<file path="config.mk">
export PLATFORM = sky130hd
export DESIGN_NAME = alu_op_sequencer
export DESIGN_NICKNAME = d
export VERILOG_FILES = /design/src/rtl/alu_seq_pkg.sv /design/src/rtl/alu_seq_regfile.sv /design/src/rtl/alu_op_sequencer.sv
export SDC_FILE = /design/constraint.sdc
export NUM_CORES = 1
export LEC_CHECK = 0
export CORE_UTILIZATION = 45
export DETAILED_ROUTE_END_ITERATION = 8
export PLACE_DENSITY = 0.92
export SKIP_CTS_REPAIR_TIMING = 1
export SLEW_MARGIN = 20
export SYNTH_ARGS = -nofsm -noshare
export SYNTH_HDL_FRONTEND = slang
export SYNTH_SLANG_ARGS = --single-unit
</file>
<file path="constraint.sdc">
create_clock -name clk -period 2.9 [get_ports clk]
set_clock_uncertainty 0.2 [all_clocks]
set_input_delay 0.58 -clock clk [delete_from_list [all_inputs] [get_ports clk]]
set_output_delay 0.58 -clock clk [all_outputs]
set_load 0.01 [all_outputs]
</file>
<file path="src/rtl/alu_seq_pkg.sv">
// Shared constants, state encoding and opcode names for the ALU operation sequencer.
package alu_seq_pkg;

  localparam int RF_DEPTH = 4;
  localparam int RF_IDX_W = 2;
  localparam int DATA_W   = 4;
  localparam int RES_W    = 5;

  typedef enum logic [1:0] {
    ST_IDLE = 2'd0,
    ST_EXEC = 2'd1,
    ST_RESP = 2'd2
  } state_e;

  // Select codes understood by the downstream 4-bit ALU.
  localparam logic [3:0] OP_ADD    = 4'd0;
  localparam logic [3:0] OP_SUB    = 4'd1;
  localparam logic [3:0] OP_INC    = 4'd2;
  localparam logic [3:0] OP_DEC    = 4'd3;
  localparam logic [3:0] OP_AND    = 4'd4;
  localparam logic [3:0] OP_NAND   = 4'd5;
  localparam logic [3:0] OP_XOR    = 4'd6;
  localparam logic [3:0] OP_XNOR   = 4'd7;
  localparam logic [3:0] OP_NOT_A  = 4'd8;
  localparam logic [3:0] OP_NOT_B  = 4'd9;
  localparam logic [3:0] OP_PASS_A = 4'd10;
  localparam logic [3:0] OP_PASS_B = 4'd11;
  localparam logic [3:0] OP_SHL    = 4'd12;
  localparam logic [3:0] OP_SHR    = 4'd13;
  localparam logic [3:0] OP_NOR    = 4'd14;
  localparam logic [3:0] OP_OR     = 4'd15;

  // Writeback keeps only the data bits; bit 4 lives on in out_data/carry.
  function automatic logic [DATA_W-1:0] wb_trunc(input logic [RES_W-1:0] res);
    return res[DATA_W-1:0];
  endfunction

endpackage

</file>
<file path="src/rtl/alu_seq_regfile.sv">
// 4x4 register file: two asynchronous read ports, load port and writeback port.
// Writeback has priority over the load when both target the same entry.
module alu_seq_regfile
  import alu_seq_pkg::*;
(
  input  logic                         clk,
  input  logic                         rst_n,
  input  logic [RF_IDX_W-1:0]          ra_i,
  input  logic [RF_IDX_W-1:0]          rb_i,
  output logic [DATA_W-1:0]            a_o,
  output logic [DATA_W-1:0]            b_o,
  input  logic                         wb_en_i,
  input  logic [RF_IDX_W-1:0]          wb_addr_i,
  input  logic [DATA_W-1:0]            wb_data_i,
  input  logic                         ld_en_i,
  input  logic [RF_IDX_W-1:0]          ld_addr_i,
  input  logic [DATA_W-1:0]            ld_data_i,
  output logic [RF_DEPTH*DATA_W-1:0]   dump_o
);

  logic [DATA_W-1:0] rf_q [RF_DEPTH];

  always_ff @(posedge clk or negedge rst_n) begin
    if (!rst_n) begin
      for (int i = 0; i < RF_DEPTH; i++) begin
        rf_q[i] <= '0;
      end
    end else begin
      for (int i = 0; i < RF_DEPTH; i++) begin
        if (wb_en_i && (wb_addr_i == RF_IDX_W'(i))) begin
          rf_q[i] <= wb_data_i;
        end else if (ld_en_i && (ld_addr_i == RF_IDX_W'(i))) begin
          rf_q[i] <= ld_data_i;
        end
      end
    end
  end

  // No forwarding: reads only see values committed on earlier edges.
  assign a_o = rf_q[ra_i];
  assign b_o = rf_q[rb_i];

  for (genvar g = 0; g < RF_DEPTH; g++) begin : g_dump
    assign dump_o[g*DATA_W +: DATA_W] = rf_q[g];
  end

endmodule

</file>
<file path="src/rtl/alu_op_sequencer.sv">
// Issue/writeback controller in front of a 4-bit ALU: IDLE accepts, EXEC captures, RESP presents.
// Define ALU_SEQ_IMM_EN to add the in_imm_en/in_imm immediate operand ports.
module alu_op_sequencer
  import alu_seq_pkg::*;
(
  input  logic                        clk,
  input  logic                        rst_n,
  // Both handshakes: a transfer happens on a rising edge where valid and ready are both 1;
  // once raised, valid holds with stable payload until that transfer.
  input  logic                        in_valid,
  output logic                        in_ready,
  input  logic [3:0]                  in_op,
  input  logic [RF_IDX_W-1:0]         in_ra,
  input  logic [RF_IDX_W-1:0]         in_rb,
  input  logic [RF_IDX_W-1:0]         in_rd,
  input  logic                        in_wb,
`ifdef ALU_SEQ_IMM_EN
  input  logic                        in_imm_en,
  input  logic [DATA_W-1:0]           in_imm,
`endif
  input  logic                        ld_en,
  input  logic [RF_IDX_W-1:0]         ld_addr,
  input  logic [DATA_W-1:0]           ld_data,
  output logic [3:0]                  alu_s,
  output logic [DATA_W-1:0]           alu_a,
  output logic [DATA_W-1:0]           alu_b,
  input  logic [RES_W-1:0]            alu_result,
  output logic                        out_valid,
  input  logic                        out_ready,
  output logic [RES_W-1:0]            out_data,
  output logic [RF_IDX_W-1:0]         out_rd,
  output logic                        carry,
  output logic [1:0]                  dbg_state_o,
  output logic [RF_DEPTH*DATA_W-1:0]  dbg_rf_o
);

  state_e                state_q;
  logic                  in_ready_q;
  logic                  out_valid_q;
  logic                  wb_q;
  logic                  carry_q;
  logic [3:0]            alu_s_q;
  logic [DATA_W-1:0]     alu_a_q;
  logic [DATA_W-1:0]     alu_b_q;
  logic [RES_W-1:0]      out_data_q;
  logic [RF_IDX_W-1:0]   out_rd_q;

  logic [DATA_W-1:0]     rf_a;
  logic [DATA_W-1:0]     rf_b;
  logic [DATA_W-1:0]     opnd_b;
  logic                  accept;
  logic                  wb_en;

  // in_ready_q is only ever 1 while in IDLE, so it alone qualifies acceptance.
  assign accept = in_valid & in_ready_q;
  assign wb_en  = (state_q == ST_EXEC) & wb_q;

`ifdef ALU_SEQ_IMM_EN
  assign opnd_b = in_imm_en ? in_imm : rf_b;
`else
  assign opnd_b = rf_b;
`endif

  alu_seq_regfile u_regfile (
    .clk       (clk),
    .rst_n     (rst_n),
    .ra_i      (in_ra),
    .rb_i      (in_rb),
    .a_o       (rf_a),
    .b_o       (rf_b),
    .wb_en_i   (wb_en),
    .wb_addr_i (out_rd_q),
    .wb_data_i (wb_trunc(alu_result)),
    .ld_en_i   (ld_en),
    .ld_addr_i (ld_addr),
    .ld_data_i (ld_data),
    .dump_o    (dbg_rf_o)
  );

  always_ff @(posedge clk or negedge rst_n) begin
    if (!rst_n) begin
      state_q     <= ST_IDLE;
      in_ready_q  <= 1'b0;
      out_valid_q <= 1'b0;
      wb_q        <= 1'b0;
      carry_q     <= 1'b0;
      alu_s_q     <= '0;
      alu_a_q     <= '0;
      alu_b_q     <= '0;
      out_data_q  <= '0;
      out_rd_q    <= '0;
    end else begin
      case (state_q)
        ST_IDLE: begin
          if (accept) begin
            alu_s_q    <= in_op;
            alu_a_q    <= rf_a;
            alu_b_q    <= opnd_b;
            out_rd_q   <= in_rd;
            wb_q       <= in_wb;
            in_ready_q <= 1'b0;
            state_q    <= ST_EXEC;
          end else begin
            in_ready_q <= 1'b1;
          end
        end
        ST_EXEC: begin
          out_data_q  <= alu_result;
          carry_q     <= alu_result[RES_W-1];
          out_valid_q <= 1'b1;
          state_q     <= ST_RESP;
        end
        ST_RESP: begin
          if (out_ready) begin
            out_valid_q <= 1'b0;
            in_ready_q  <= 1'b1;
            state_q     <= ST_IDLE;
          end
        end
        default: begin
          out_valid_q <= 1'b0;
          in_ready_q  <= 1'b0;
          state_q     <= ST_IDLE;
        end
      endcase
    end
  end

  assign in_ready    = in_ready_q;
  assign out_valid   = out_valid_q;
  assign out_data    = out_data_q;
  assign out_rd      = out_rd_q;
  assign carry       = carry_q;
  assign alu_s       = alu_s_q;
  assign alu_a       = alu_a_q;
  assign alu_b       = alu_b_q;
  assign dbg_state_o = state_q;

endmodule

</file>
# Yosys cells after proc, flatten, opt, wreduce, memory -nomap -nowiden
# Index checks and enable logic that the tools add are counted.
word_totals:
  ff_bits: 41
  latch_bits: 0
  ramBits: 0
  rom_bits: 0
  in_bits: 27
  output_inout_bits: 40
  n_memories: 0
op_classes:
  n_addsub: 0
  n_mul: 0
  div: 0
  order_cmp: 2
  eq_ne: 10
  shift: 0
  muxes: 22
  bitwise: 6
  reduce_logical: 19
op_table:
  columns: ["cell", "count"]
  rows:
  - ["$mux W4", 12]
  - ["$bmux W4 S2", 2]
  - ["$eq A2 B2 Y1 const B", 5]
  - ["$logic_and A1 B1 Y1", 8]
  - ["$reduce_and A2 Y1", 4]
  - ["$reduce_bool A2 Y1", 4]
  - ["$eq A2 B1 Y1 const B", 3]
  - ["$ge A3 B3 Y1 const B", 2]
  - ["$logic_not A2 Y1", 3]
  - ["$not A2 Y3", 2]
  - ["$pmux W1 S3", 2]
  - ["$pmux W2 S3", 1]
  - ["$mux W2", 2]
  - ["$ne A2 B2 Y1 const B", 2]
  - ["$mux W1", 3]
  - ["$and A1 B1 Y1", 2]
  - ["$not A1 Y1", 2]

# Depth between registers and ports, before layout
# Gate-level depths: netlist of run 1.
depth:
  ltp_word: 4
  ltp_mapped: 4
  ltp_nobuf: 3

# Cells and area by module
# Synthesis of run 1 repeated with hierarchy kept, for this count alone.
hier_totals:
  hier_cells: 139
  hier_area_um2: 1934.4
by_module_without_submodules:
  columns: ["module", "instances", "cells_each", "area_per_inst_um2", "seq_area_each_um2"]
  rows:
  - ["alu_op_sequencer", 1, 58, 974.7, 600.6]
  - ["alu_seq_regfile", 1, 81, 959.7, 400.4]

# Worst setup path after synthesis of run 1
# OpenSTA, ideal clock, no wires.
synth_path:
  kind: "input -> register"
  start: "input port ld_addr[1]"
  end: "register u_regfile.rf_q, in the netlist u_regfile.dump_o[2]"
  setup_ps: 127
  arrival_ps: 1631
  required_time_ps: 2573
  slack_ps: 942
  path_stages: 3
  path_cell_list: "nor3b_1 > mux2_2 > mux2_1"
synth_between:
  elab_chain_len: 3
synth_lines:
  columns: ["item", "line", "rtl"]
  rows:
  - ["from (decl)", "alu_op_sequencer.sv:22", "input logic [RF_IDX_W-1:0] ld_addr,"]
  - ["$logic_not A2 Y1", "alu_seq_regfile.sv:32", "end else if (ld_en_i && (ld_addr_i == RF_IDX_W'(i))) begin"]
  - ["$logic_and A1 B1 Y1", "alu_seq_regfile.sv:32", null]
  - ["$reduce_bool A2 Y1 (no line)", null, null]
  - ["to (signal, indexed assignment)", "alu_seq_regfile.sv:31", "rf_q[i] <= wb_data_i;"]
  - ["to (signal, indexed assignment)", "alu_seq_regfile.sv:33", "rf_q[i] <= ld_data_i;"]
  - ["to (decl)", "alu_seq_regfile.sv:21", "logic [DATA_W-1:0] rf_q [RF_DEPTH];"]
# No other way between the ends.
# A chain may end at the register's enable or synchronous reset.

# Worst setup path in the final report of run 1
layout_path:
  start: "register state_q[0] (netlist: dbg_state_o[0])"
  end: "output port dbg_state_o[0]"
layout_rtl:
  columns: ["item", "line", "rtl"]
  rows:
  - ["from (decl)", "alu_op_sequencer.sv:37", "state_e state_q;"]
  - ["from (signal assigned)", "alu_op_sequencer.sv:82", "state_q <= ST_IDLE;"]
  - ["from (signal assigned)", "alu_op_sequencer.sv:102", "state_q <= ST_EXEC;"]
  - ["from (signal assigned)", "alu_op_sequencer.sv:111", "state_q <= ST_RESP;"]
  - ["to (decl)", "alu_op_sequencer.sv:33", "output logic [1:0] dbg_state_o,"]
# No word-level cell between the ends.

==> impl_metrics.prom, run 1 <==
# TYPE chip_impl_metric gauge
chip_impl_metric{name="ys.warnings.count",unit=""} 0
chip_impl_metric{name="io_buffer_count",unit=""} 66
chip_impl_metric{name="globalplace.congestion",unit=""} 0.835
chip_impl_metric{name="finalHoldViolations",unit=""} 0
chip_impl_info{name="clockRootBuffer",value="sky130_fd_sc_hd__clkbuf_8"} 1
chip_impl_metric{name="cts-buffers-inserted",unit=""} 5
chip_impl_info{name="worstPathCellList",value="clkdlybuf4s50_1"} 1
chip_impl_metric{name="antenna_found_initial",unit=""} 0
chip_impl_metric{name="number_of_vias_after_detailed_routing",unit=""} 1349
chip_impl_metric{name="post-route-min-period",unit="ns"} 2.16
chip_impl_metric{name="dpl.hpwl",unit="um"} 3260
chip_impl_metric{name="postSynthRegisterBits",unit=""} 40
chip_impl_metric{name="drt-total-wl",unit="um"} 4210
chip_impl_metric{name="synth_seq_area_share",unit="%"} 51.9
chip_impl_metric{name="maxClockFrequency",unit="MHz"} 464
chip_impl_metric{name="grt_pass1_vias",unit=""} 1370
chip_impl_metric{name="worst_slew_pin_slew",unit="ns"} 0.885
chip_impl_metric{name="syn2layout_area_growth",unit="%"} 42.6
chip_impl_metric{name="fp.coreArea",unit="um^2"} 4060
chip_impl_metric{name="slew_violations",unit=""} 0
chip_impl_info{name="most-common-layout-cells",value="sky130_fd_sc_hd__clkdlybuf4s50_1, sky130_fd_sc_hd__mux2_2, sky130_fd_sc_hd__dfrtp_1, sky130_fd_sc_hd__nand2_1, sky130_fd_sc_hd__mux4_2"} 1
chip_impl_metric{name="worstPathMaxFanout",unit=""} 8
chip_impl_metric{name="drc",unit=""} 0
chip_impl_metric{name="design.final.nets",unit=""} 230
chip_impl_metric{name="h_tree_levels",unit=""} 2
chip_impl_metric{name="detail_route.wl_per_cell",unit="um"} 16.6
chip_impl_metric{name="postSynthCellCount",unit=""} 131
chip_impl_metric{name="finalCritPeriodShare",unit="%"} 74.4
chip_impl_info{name="setup_repair_after_global_routing_missed_its_margin",value="false"} 1
chip_impl_metric{name="grt_overflow_total",unit=""} 0
chip_impl_info{name="worstSetupStartpointType",value="flip-flop"} 1
chip_impl_metric{name="netlist_area",unit="um^2"} 1930
chip_impl_metric{name="clkTransAtPathRegs",unit="ns"} 0.08
chip_impl_metric{name="ys_types",unit=""} 22
chip_impl_info{name="worst_path_dominant_cell_family",value="buffers and inverters"} 1
chip_impl_info{name="mostFrequentLayoutCell",value="sky130_fd_sc_hd__clkdlybuf4s50_1"} 1
chip_impl_metric{name="vdd_drop_max",unit="uV"} 576
chip_impl_metric{name="grt_start_max_net_pins",unit=""} 41
chip_impl_info{name="synth_area_leader_cell",value="sky130_fd_sc_hd__dfrtp_1"} 1
chip_impl_metric{name="mappedNetlistNets",unit=""} 158
chip_impl_info{name="timing.setup.critical_path_class",value="reg -> out"} 1
chip_impl_info{name="globalRoute.busiestLayer",value="met2"} 1
chip_impl_metric{name="totalNegativeSetupSlack",unit="ns"} 0
chip_impl_metric{name="worst_ep_required_time",unit="ns"} 2.12
chip_impl_metric{name="die_y",unit="um"} 67.5
chip_impl_metric{name="place.detailed.instances",unit=""} 246
chip_impl_metric{name="postSynthAreaPerCell",unit="um^2"} 14.7
chip_impl_metric{name="dieWidth",unit="um"} 67.5
chip_impl_metric{name="initial_core_util",unit="%"} 47.5
chip_impl_info{name="holdCritPathClass",value="in -> async"} 1
chip_impl_metric{name="global_route.usage.total",unit="%"} 20.9
chip_impl_metric{name="antenna_left",unit=""} 0
chip_impl_metric{name="post_dp_cell_area",unit="um^2"} 2640
chip_impl_metric{name="data_arrival_at_the_endpoint_of_the_critical_path",unit="ns"} 1.38
chip_impl_metric{name="critical_path.max_stage_delay",unit="ns"} 0.59
chip_impl_metric{name="num_antenna_cells",unit=""} 0
chip_impl_metric{name="floorplan.die_area",unit="um^2"} 4550
chip_impl_metric{name="final_cell_area",unit="um^2"} 2750
chip_impl_metric{name="drv_cap",unit=""} 0
chip_impl_metric{name="first_iter_violations",unit=""} 50
chip_impl_metric{name="met1_usage",unit="%"} 28.1
chip_impl_metric{name="timing.final.setup_violations",unit=""} 0
chip_impl_info{name="leading_cell_types_by_total_area_after_synthesis",value="sky130_fd_sc_hd__dfrtp_1, sky130_fd_sc_hd__mux2_2, sky130_fd_sc_hd__mux4_2"} 1
chip_impl_info{name="status",value="finished clean"} 1
chip_impl_metric{name="cp_num_buf_inv",unit=""} 1
chip_impl_metric{name="drive_gt1_share",unit="%"} 33.3
chip_impl_metric{name="clockBufferDepth",unit=""} 2
chip_impl_info{name="tritoncts",value="done"} 1
chip_impl_metric{name="drt_pre_antenna_iters",unit=""} 4
chip_impl_metric{name="std_cell_rows",unit=""} 23
chip_impl_metric{name="max-slew-margin-rel",unit="%"} 41.0
chip_impl_metric{name="met3_usage",unit="%"} 3.55
chip_impl_metric{name="global_route.usage.met2",unit="%"} 33.8
chip_impl_metric{name="global_route_wire_length_before_repair",unit="um"} 6770
chip_impl_metric{name="post_drt_via_cell_ratio",unit=""} 5.31
chip_impl_metric{name="fillerInstances",unit=""} 285
chip_impl_metric{name="tritoncts_num_sinks",unit=""} 40
chip_impl_metric{name="clock_insertion_delay_worst_skew",unit="ns"} 0.29
chip_impl_info{name="crit_slowest_cell",value="sky130_fd_sc_hd__clkdlybuf4s50_1"} 1
chip_impl_info{name="worstSetupEndpointType",value="output port"} 1
chip_impl_metric{name="design.portCount",unit=""} 67
chip_impl_metric{name="yosys_top_cell_area_share",unit="%"} 51.9
chip_impl_metric{name="fin_hold_ws",unit="ns"} 0.204
chip_impl_metric{name="power_per_cell_area",unit="nW/um^2"} 1070
chip_impl_metric{name="p_leak",unit="nW"} 1.11
chip_impl_metric{name="layout.cells.non_filler",unit=""} 254
-- logic make-up (layout without fill, tap and decap cells) --
kind of cell           Yosys count  after routing  synth area share [%]
and+or+nand+nor                 29             29                  8.95
buffers and inverters            3             76                  1.04
AOI/OAI and AO/OA                4              4                  1.30
DFF                             40             40                  51.9
muxes                           55             55                  36.8
-- routing by layer --
metal | vias to the layer above | routed length, um | part of all wire, %
met1 | 676 | 1870 | 44
met4 | 0 | 49 | 1.2
met3 | 5 | 118 | 2.8
met2 | 35 | 2170 | 51
li1 | 633 | - | -
met5 | - | 0 | 0
-- area by class of cell --
cell class | count | area, um^2 | area share, %
repair buffers | 68 | 671 | 24.4
multi-input cells | 88 | 907 | 33.0
well taps | 50 | 62.6 | 2.28
clock inverters | 2 | 35.0 | 1.27
flip-flops and latches | 40 | 1000 | 36.4
clock buffers | 6 | 72.6 | 2.64
-- path summary, 6_finish.rpt --
check / from / end / slack, ns / depth (start not counted)
max: dbg_state_o[0]$_DFFE_PN0P_ / dbg_state_o[0] / 0.74 / 1
min: rst_n / out_data[4]$_DFFE_PN0P_ / 0.20 / 1
max reg2reg: dbg_state_o[0]$_DFFE_PN0P_ / u_regfile.dump_o[8]$_DFFE_PN0P_ / 0.84 / 3
min reg2reg: out_valid$_DFFE_PN0P_ / out_valid$_DFFE_PN0P_ / 0.28 / 1
max in group asynchronous: rst_n / u_regfile.dump_o[4]$_DFFE_PN0P_ / 1.74 / 1
min in group clk: out_valid$_DFFE_PN0P_ / out_valid$_DFFE_PN0P_ / 0.28 / 1
-- metrics by stage --
stage	total power [mW]	setup WS, ns	utilization [%]
after floorplan	1.78	0.942	-
after global placement	2.49	0.527	65.1
after detailed placement	2.53	0.499	65.1
after CTS	2.98	0.736	67.7
after global routing	3.13	0.685	67.7
final	2.95	0.743	67.7
-- power by group --
part / leakage (nW) / internal [mW] / switching, mW
sequential: 0.472 / 0.842 / 0.258
clock: 0.0552 / 0.255 / 0.191
combinational: 0.585 / 0.930 / 0.478
total: 1.11 / 2.03 / 0.927
-- state kept, by name, summed over array words and instances, names as in the netlist --
signal / cells
alu_a: 4
out_data: 5
in_ready: 1
alu_b: 4
alu_s: 4
out_valid: 1
wb_q: 1
u_regfile.dump_o: 16
out_rd: 2
dbg_state_o: 2
-- cell usage after synthesis --
cell type	instances
sky130_fd_sc_hd__buf_2	1
sky130_fd_sc_hd__nand3b_1	2
sky130_fd_sc_hd__nand2b_1	1
sky130_fd_sc_hd__nand4b_1	2
sky130_fd_sc_hd__dfrtp_1	40
sky130_fd_sc_hd__mux2_1	1
sky130_fd_sc_hd__nor3b_1	1
sky130_fd_sc_hd__buf_4	2
sky130_fd_sc_hd__nand2_1	15
sky130_fd_sc_hd__nand3_1	1
sky130_fd_sc_hd__o21ai_0	2
sky130_fd_sc_hd__a211oi_1	1
sky130_fd_sc_hd__nand4_1	1
sky130_fd_sc_hd__nor2b_1	1
sky130_fd_sc_hd__or4b_4	1
sky130_fd_sc_hd__nand2b_2	1
sky130_fd_sc_hd__o21a_1	1
sky130_fd_sc_hd__nor3b_2	1
sky130_fd_sc_hd__nand2b_4	1
sky130_fd_sc_hd__mux2_2	46
sky130_fd_sc_hd__mux4_2	8
sky130_fd_sc_hd__nor2_1	1
(Power assumes the default switching activity.)
==> inputs of run 2 (changes only) <==
CORE_UTILIZATION = 40   (was 45)
PLACE_DENSITY = 0.87   (was 0.92)
clock period = 1.9 ns   (was 2.9 ns; I/O delays follow)
==> run 2 against run 1 <==
Power is 58% higher. Sequential share of layout area is 1.6 points lower. Count of clock-buffer cells in the layout is 1 lower. Critical endpoint is now dbg_rf_o[5]. Largest power group unchanged.
==> impl_metrics.prom, run 2 (synthesis results as in run 1) <==
# TYPE chip_impl_metric gauge
chip_impl_metric{name="hold_path_depth",unit=""} 2
chip_impl_metric{name="drt-total-wl",unit="um"} 4630
chip_impl_metric{name="global_route_wire_length_before_repair",unit="um"} 7440
chip_impl_metric{name="postLayoutCoreUtil",unit="%"} 63.9
chip_impl_metric{name="timing.final.setup_violations",unit=""} 0
chip_impl_metric{name="cts-buffers-inserted",unit=""} 5
chip_impl_metric{name="finalHoldViolations",unit=""} 0
chip_impl_info{name="timing.rr.start",value="dbg_state_o[1]$_DFFE_PN0P_"} 1
chip_impl_metric{name="power.total",unit="mW"} 4.66
chip_impl_info{name="holdCritPathClass",value="reg -> reg"} 1
chip_impl_metric{name="p_leak",unit="nW"} 1.21
chip_impl_metric{name="fillerInstances",unit=""} 356
chip_impl_metric{name="vdd_drop_max",unit="uV"} 880
chip_impl_metric{name="clkTransAtPathRegs",unit="ns"} 0.09
chip_impl_metric{name="floorplan.die_area",unit="um^2"} 5100
chip_impl_metric{name="finalCritPeriodShare",unit="%"} 97.7
chip_impl_metric{name="h_tree_levels",unit=""} 2
chip_impl_metric{name="detail_route.wl_per_cell",unit="um"} 17.3
chip_impl_metric{name="dieWidth",unit="um"} 71.4
chip_impl_info{name="r2r_end",value="u_regfile.dump_o[2]$_DFFE_PN0P_"} 1
chip_impl_metric{name="clockBufferDepth",unit=""} 2
chip_impl_metric{name="io_buffer_count",unit=""} 66
chip_impl_metric{name="maxClockFrequency",unit="MHz"} 538
chip_impl_metric{name="data_arrival_at_the_endpoint_of_the_critical_path",unit="ns"} 1.28
chip_impl_metric{name="fraction_of_power_spent_switching_nets",unit="%"} 31.5
chip_impl_metric{name="power_per_cell_area",unit="nW/um^2"} 1620
chip_impl_metric{name="max-slew-margin-rel",unit="%"} 66.0
chip_impl_metric{name="drt_pre_antenna_iters",unit=""} 4
chip_impl_metric{name="switchingPower",unit="mW"} 1.47
chip_impl_metric{name="post-route-min-period",unit="ns"} 1.86
chip_impl_metric{name="worst_slew_pin_slew",unit="ns"} 0.510
chip_impl_metric{name="std_cell_rows",unit=""} 24
chip_impl_info{name="hold_start",value="out_data[3]$_DFFE_PN0P_"} 1
chip_impl_metric{name="global_route.usage.total",unit="%"} 19.5
chip_impl_metric{name="clock_insertion_delay_worst_skew",unit="ns"} 0.29
chip_impl_metric{name="final_cell_area",unit="um^2"} 2880
chip_impl_metric{name="slew_violations",unit=""} 0
chip_impl_metric{name="ff2ff_path_depth",unit=""} 3
chip_impl_metric{name="reg2reg_setup_slack",unit="ns"} 0.07
chip_impl_metric{name="cp_num_buf_inv",unit=""} 1
chip_impl_metric{name="critical_path.max_stage_delay",unit="ns"} 0.56
chip_impl_metric{name="globalplace.congestion",unit=""} 0.773
chip_impl_metric{name="tritoncts_num_sinks",unit=""} 40
chip_impl_info{name="worstSetupStartpointType",value="flip-flop"} 1
chip_impl_metric{name="comb_power_share",unit="%"} 48.9
chip_impl_metric{name="worst_ep_required_time",unit="ns"} 1.32
chip_impl_info{name="worstPathCellList",value="clkdlybuf4s50_1"} 1
chip_impl_metric{name="clock_power_share",unit="%"} 15.2
chip_impl_metric{name="post_drt_via_cell_ratio",unit=""} 5.41
chip_impl_metric{name="totalNegativeSetupSlack",unit="ns"} 0
chip_impl_metric{name="design.final.nets",unit=""} 241
chip_impl_metric{name="power_share_of_the_sequential_group",unit="%"} 35.9
chip_impl_metric{name="drv_cap",unit=""} 0
chip_impl_metric{name="initial_core_util",unit="%"} 42.8
chip_impl_info{name="timing.setup.critical_path_class",value="reg -> out"} 1
chip_impl_metric{name="drive_gt1_share",unit="%"} 38.1
chip_impl_metric{name="post_dp_cell_area",unit="um^2"} 2720
chip_impl_info{name="most-common-layout-cells",value="sky130_fd_sc_hd__clkdlybuf4s50_1, sky130_fd_sc_hd__mux2_2, sky130_fd_sc_hd__dfrtp_1, sky130_fd_sc_hd__nand2_1, sky130_fd_sc_hd__buf_4"} 1
chip_impl_metric{name="syn2layout_area_growth",unit="%"} 49.3
chip_impl_metric{name="antenna_left",unit=""} 0
chip_impl_metric{name="worstPathMaxFanout",unit=""} 4
chip_impl_metric{name="die_y",unit="um"} 71.4
chip_impl_metric{name="antenna_found_initial",unit=""} 0
chip_impl_metric{name="first_iter_violations",unit=""} 66
chip_impl_metric{name="drc",unit=""} 0
chip_impl_info{name="clockRootBuffer",value="sky130_fd_sc_hd__clkbuf_8"} 1
chip_impl_metric{name="design.portCount",unit=""} 67
chip_impl_info{name="crit_slowest_cell",value="sky130_fd_sc_hd__clkdlybuf4s50_1"} 1
chip_impl_info{name="tritoncts",value="done"} 1
chip_impl_metric{name="num_antenna_cells",unit=""} 0
chip_impl_metric{name="grt_start_max_net_pins",unit=""} 41
chip_impl_metric{name="grt_pass1_vias",unit=""} 1421
chip_impl_info{name="worstSetupEndpointType",value="output port"} 1
chip_impl_metric{name="fp.coreArea",unit="um^2"} 4500
chip_impl_metric{name="largest_register_ffs",unit=""} 16
chip_impl_info{name="hold_path_end",value="out_data[3]$_DFFE_PN0P_"} 1
chip_impl_info{name="status",value="finished clean"} 1
chip_impl_info{name="mostFrequentLayoutCell",value="sky130_fd_sc_hd__clkdlybuf4s50_1"} 1
chip_impl_metric{name="dpl.hpwl",unit="um"} 3460
chip_impl_metric{name="number_of_vias_after_detailed_routing",unit=""} 1444
chip_impl_metric{name="internal-power",unit="mW"} 3.19
chip_impl_metric{name="grt_overflow_total",unit=""} 0
chip_impl_info{name="worst_path_dominant_cell_family",value="buffers and inverters"} 1
-- run 2: worst max path at each step --
stage	endpoint	slack, ns	depth (start not counted)	from
after floorplan	u_regfile.dump_o[2]$_DFFE_PN0P_	0.08	3	dbg_state_o[1]$_DFFE_PN0P_
after global placement	u_regfile.dump_o[2]$_DFFE_PN0P_	-0.25	5	ld_addr[1]
after detailed placement	alu_a[1]$_DFFE_PN0P_	-0.28	3	in_ra[0]
after CTS	dbg_state_o[0]	-0.08	2	dbg_state_o[0]$_DFFE_PN0P_
after global routing	out_rd[1]	-0.001	1	out_rd[1]$_DFFE_PN0P_
final	dbg_rf_o[5]	0.04	1	u_regfile.dump_o[5]$_DFFE_PN0P_
-- run 2: area by class of cell --
class / instances / area [um^2] / area share [%]
repair buffers: 79 / 776 / 26.9
clock inverters: 3 / 47.5 / 1.65
multi-input cells: 88 / 918 / 31.9
well taps: 52 / 65.1 / 2.26
flip-flops and latches: 40 / 1000 / 34.9
clock buffers: 5 / 68.8 / 2.39
-- run 2: per-layer routing --
layer  up-vias  share of wire (%)  GRT usage, %
li1        656                  -             -
met1       726                 44          25.4
met2        57                 49          32.5
met3         5                5.5          4.78
met4         0                1.4          6.00
met5         -                  0             0
-- run 2: power groups by stage --
stage                     Combinational, mW  Sequential, mW  Clock [mW]
final                                  2.28            1.67       0.708
after global routing                   2.44            1.74       0.769
after CTS                              2.27            1.67       0.726
after detailed placement               2.26            1.69           0
after global placement                 2.22            1.66           0
after floorplan                       0.923            1.80           0
-- run 2: stage by stage --
| stage | instances | hold slack (ns) | setup slack [ns] |
|---|---|---|---|
| after detailed placement | 256 | 0.267 | -0.277 |
| after floorplan | 131 | -0.116 | 0.0778 |
| after global placement | 256 | 0.261 | -0.248 |
| after global routing | 267 | 0.315 | -0.00125 |
| after CTS | 264 | -0.0587 | -0.0796 |
| final | 267 | 0.292 | 0.0428 |
